$ cat src/rtl/cpu_pkg.sv
// cpu_pkg: shared fetch-state encoding and PC constants
//   fetch_state_t : REQ / WAIT / HOLD encoding of the fetch FSM
//   PC_W          : PC, address and instruction word width
//   PC_STEP       : default sequential PC increment (word-addressed memory)
//   RESET_PC      : PC value after reset, matching ProgramCounter
package cpu_pkg;
    localparam int PC_W    = 16;
    localparam int PC_STEP = 1;
    localparam logic [PC_W-1:0] RESET_PC = 16'h0000;
    typedef enum logic [1:0] {
        REQ  = 2'd0,
        WAIT = 2'd1,
        HOLD = 2'd2
    } fetch_state_t;
endpackage

$ cat src/rtl/fetch_unit.sv
// fetch_unit: instruction-fetch front end for an enable-less ProgramCounter
//   clk, reset                       : clock, asynchronous active-high reset
//   pc_cur / pc_next                 : ProgramCounter pc_out / pc_in (pc_next combinational)
//   imem_req_valid/ready/addr        : single outstanding instruction-memory request
//   imem_resp_valid/data             : one response per accepted request
//   inst_valid/ready/data/pc         : buffered instruction to decode
//   redirect_valid/target            : taken branch/jump pulse and new PC
//   halt                             : suppresses new requests
module fetch_unit
    import cpu_pkg::*;
#(
    parameter int PC_W    = cpu_pkg::PC_W,
    parameter int PC_STEP = cpu_pkg::PC_STEP
) (
    input  logic            clk,
    input  logic            reset,
    input  logic [PC_W-1:0] pc_cur,
    output logic [PC_W-1:0] pc_next,
    output logic            imem_req_valid,
    input  logic            imem_req_ready,
    output logic [PC_W-1:0] imem_req_addr,
    input  logic            imem_resp_valid,
    input  logic [PC_W-1:0] imem_resp_data,
    output logic            inst_valid,
    input  logic            inst_ready,
    output logic [PC_W-1:0] inst_data,
    output logic [PC_W-1:0] inst_pc,
    input  logic            redirect_valid,
    input  logic [PC_W-1:0] redirect_target,
    input  logic            halt
);
    fetch_state_t    r_state, w_state_d;
    logic            r_squash;
    logic            r_inst_valid;
    logic [PC_W-1:0] r_inst_data;
    logic [PC_W-1:0] r_inst_pc;
    logic [PC_W-1:0] r_req_addr;
    logic            w_hs;
    logic            w_accept;

    assign w_hs     = (r_state == REQ) && !halt && imem_req_ready;
    // A response is kept only if its request was not overtaken by a redirect,
    // whether the redirect came earlier (squash) or arrives with the response.
    assign w_accept = (r_state == WAIT) && imem_resp_valid && !r_squash && !redirect_valid;

    always_ff @(posedge clk or posedge reset) begin
        if (reset) r_state <= REQ;
        else       r_state <= w_state_d;
    end

    always_comb begin
        w_state_d = r_state;
        unique case (r_state)
            REQ:     w_state_d = w_hs ? WAIT : REQ;
            WAIT:    w_state_d = !imem_resp_valid ? WAIT : (w_accept ? HOLD : REQ);
            HOLD:    w_state_d = (redirect_valid || inst_ready) ? REQ : HOLD;
            default: w_state_d = REQ;
        endcase
    end

    // The PC register loads every cycle, so holding means feeding pc_cur back.
    always_comb begin
        imem_req_valid = (r_state == REQ) && !halt;
        imem_req_addr  = pc_cur;
        pc_next        = redirect_valid ? redirect_target :
                         w_hs           ? pc_cur + PC_W'(PC_STEP) : pc_cur;
    end

    always_ff @(posedge clk or posedge reset) begin
        if (reset) begin
            r_squash     <= 1'b0;
            r_inst_valid <= 1'b0;
            r_inst_data  <= '0;
            r_inst_pc    <= RESET_PC;
            r_req_addr   <= RESET_PC;
        end else begin
            if (w_hs) r_req_addr <= pc_cur;
            if (w_hs && redirect_valid) r_squash <= 1'b1;
            else if (r_state == WAIT) r_squash <= imem_resp_valid ? 1'b0 : (r_squash || redirect_valid);
            if (w_accept) begin
                r_inst_valid <= 1'b1;
                r_inst_data  <= imem_resp_data;
                r_inst_pc    <= r_req_addr;
            end else if (r_state == HOLD && (inst_ready || redirect_valid)) begin
                r_inst_valid <= 1'b0;
            end
        end
    end

    assign inst_valid = r_inst_valid;
    assign inst_data  = r_inst_data;
    assign inst_pc    = r_inst_pc;
endmodule
$ cat config.mk
export PLATFORM = sky130hd
export DESIGN_NAME = fetch_unit
export DESIGN_NICKNAME = d
export VERILOG_FILES = /design/src/rtl/cpu_pkg.sv /design/src/rtl/fetch_unit.sv
export SDC_FILE = /design/constraint.sdc
export NUM_CORES = 1
export LEC_CHECK = 0
export CORE_ASPECT_RATIO = 0.6
export CORE_MARGIN = 1
export CORE_UTILIZATION = 38
export CTS_CLUSTER_SIZE = 14
export DETAILED_ROUTE_END_ITERATION = 8
export PLACE_DENSITY = 0.78
export SLEW_MARGIN = 20
export SYNTH_ARGS = -nofsm -noshare
export SYNTH_HDL_FRONTEND = slang
export SYNTH_SLANG_ARGS = --single-unit
$ cat constraint.sdc
create_clock -name clk -period 2.5 [get_ports clk]
set_clock_uncertainty 0.05 [all_clocks]
set_input_delay 0.5 -clock clk [delete_from_list [all_inputs] [get_ports clk]]
set_output_delay 0.5 -clock clk [all_outputs]
set_load 0.01 [all_outputs]
==> run summary <==
Status - finished with violations
Failing checks - setup timing
Syn_area_per_cell - 11.3 µm²
Detail Placement HPWL - 5560 µm
Asr flop ratio synth - 100%
Average routed wire per standard cell - 16.3 µm
Post-Syn Nets - 291
Least-Margin Pin Slew - 0.334 ns
Fin. max-slew vios - 0
Worst Setup SP - r_state[1]
Final period util - 105%
Initial antenna violation count - 0
Die Y - 66.7 µm
Largest net degree at the start of global routing - 43
Area growth syn-to-layout - 67.2%
Total gr overflow - 0
Worst setup EP type - output pin
Library cells used by synthesis - 31
Cts hold-fix bufs - 0
Core Area - 6710 µm²
H-tree levels - 2
Port buffer count - 120
Top Family by Delay on Critical Path - simple AND/OR/NAND/NOR gates
Synthesized flop and latch total - 52
Syn. warnings - 0
GRT Overall Usage - 21.9%
Post-Syn Area - 2650 µm²
Critical path type - flop to output pin
R2r startpoint - r_state[1]
Slowest CP cell - dfrtp_1
Layout Cells excl Fill - 475
Placement Setup Slack - -0.863 ns
Sequential area share after synthesis - 49.1%
CTS buffer count - 5
Final hold vios - 0
Gate Count Post-Synth - 235
Relative slew slack - 77.6%
Clock Latency Late Sink - 0.29 ns
Root Driver - clkbuf_16
HP Class - input pin to asynchronous set/reset pin
Hold Slack - 0.399 ns
Die area - 7330 µm²
First-pass GRT wire length - 11900 µm
P per Cell Area - 776 nW/µm²
Vias in the first global route - 2372
Fmax - 0.381 GHz
Die W - 110 µm
Crit start category - flop
Slowest stage delay, CP - 0.40 ns
CTS tree - done
Cells after DPL - 451
Worst Path Required - 1.95 ns
CP arrival - 2.07 ns
Finished Core Util - 66.1%
Total Wirelength - 7750 µm
Top_reg_cell synth - dfrtp_1
Number of max-cap violations - 0
Post-synth EDFFs - 0
# IOs - 121
Clock Sinks - 52
Max Buffers Root-to-Sink - 2
Leakage - 1.97 nW
Via Count - 2404
DRT Pass-1 Iters - 4
FILL cells - 525
Initial DRC count - 91
Layout cells sized above 1 - 37.6%
Fin crit period - 2.62 ns
Crit-path max FO - 7
Final ANT Viol Nets - 0
CP bufs+invs - 3
DRC viols - 0
Row cnt - 23
Worst Slack Setup Final - -0.124 ns
DR vias/cell - 5.06
Nets - 443
RSZ-0062 raised after global routing - true
Initial Util - 39.5%
Max VDD drop - 0.480 mV
Final GP Congestion - 0.755
Final setup fails - 12
Antenna cells - 0
Crit path cell chain - or3_4 > buf_12 > nor4_4 > buf_4 > mux2i_1 > nand3_1 > buf_2
Clk slew on worst S/H paths - 0.07 ns
==> placed cells by master (no fill, tap or decap), types with 5 or more instances in the layout <==
| master | instances |
|---|---|
| buf_6 | 9 |
| o21ai_0 | 5 |
| xnor2_1 | 9 |
| buf_2 | 16 |
| dlygate4sd2_1 | 6 |
| o21ai_1 | 12 |
| buf_4 | 42 |
| nand2b_1 | 5 |
| mux2_2 | 46 |
| nand3_1 | 6 |
| clkbuf_16 | 5 |
| dfrtp_1 | 52 |
| clkdlybuf4s50_1 | 90 |
| nor4_4 | 5 |
| nand2_1 | 22 |
==> cell type report <==
type | count | area, µm² | area share (%)
inverter | 5 | 18.8 | 0.423
multi-input combinational | 150 | 1310 | 29.6
timing repair buffer | 173 | 1550 | 35.0
sequential | 52 | 1300 | 29.4
tap | 87 | 109 | 2.46
clock buffer | 7 | 133 | 2.99
clock inverter | 1 | 8.76 | 0.198
==> state kept, by name, indices dropped and copies added, names as in the netlist <==
signal      count
r_state         2
inst_valid      1
r_req_addr     16
inst_data      16
inst_pc        16
r_squash        1
==> power breakdown <==
group	total [mW]	switching, mW	leakage (nW)	internal [mW]
combinational	1.41	0.522	1.27	0.892
clock	0.672	0.298	0.0681	0.374
sequential	1.35	0.173	0.630	1.18
==> worst paths after layout <==
| path | slack (ns) | cells after the start | end |
|---|---|---|---|
| worst min register to register | 0.44 | 2 | r_req_addr[4] |
| worst max-delay path | -0.12 | 7 | pc_next[15] |
| worst min-delay path | 0.40 | 2 | inst_pc[0] |
| max in group asynchronous | 1.48 | 3 | inst_pc[14] |
| worst max register to register | 0.52 | 7 | inst_pc[11] |
| min in group clk | 0.44 | 2 | r_req_addr[4] |
==> repair_timing <==
| action | in CTS | in global routing |
|---|---|---|
| hold endpoints to repair | 0 | 0 |
| setup buffers | 8 | 8 |
| gates resized for setup | 106 | 36 |
| cloned | 0 | 0 |
| pin swaps | 19 | 19 |
| setup endpoints to repair | 17 | 16 |
==> synth_stat cells (all sizes together), types with 3 or more instances <==
cell type  instances  share of area (%)
nand2             22                3.1
clkbuf             8                1.1
a21oi              4               0.76
o21ai             17                3.2
nor4               7                2.2
inv                5               0.71
nand2b             5                1.2
dfrtp             52                 49
nor3               4               0.76
mux2              46                 20
buf               20                5.8
mux2i              3                1.1
nand3              7                1.3
xnor2             11                3.6
nor2               6               0.85
nand4              4               0.94
==> metrics by stage <==
stage          TNS, ns  power (mW)  area (µm²)
2_1_floorplan        0        1.91        2650
3_3_place_gp    -11.37        2.70        4070
3_5_place_dp    -11.42        2.75        4070
4_1_cts         -0.872        3.44        4350
5_1_grt          -1.45        3.64        4430
6_report        -0.784        3.44        4430
==> metal layers <==
metal  vias to the layer above  track usage, %  part of all wire, %
met3                         4            6.95                  8.2
met1                      1188            27.3                   45
met2                        97            37.2                   47
met4                         0            4.50                 0.44
li1                       1115               -                    -
met5                         -               0                    0
==> kinds of logic after synthesis <==
logic type	after synthesis	synth area share [%]
simple gates	62	12.7
buf+inv	33	7.60
mux	49	20.7
flops	52	49.1
compound gates	26	5.52
xor+xnor	12	3.96
fa+ha+maj	1	0.472
No activity file was read; power rests on OpenSTA's default activity.
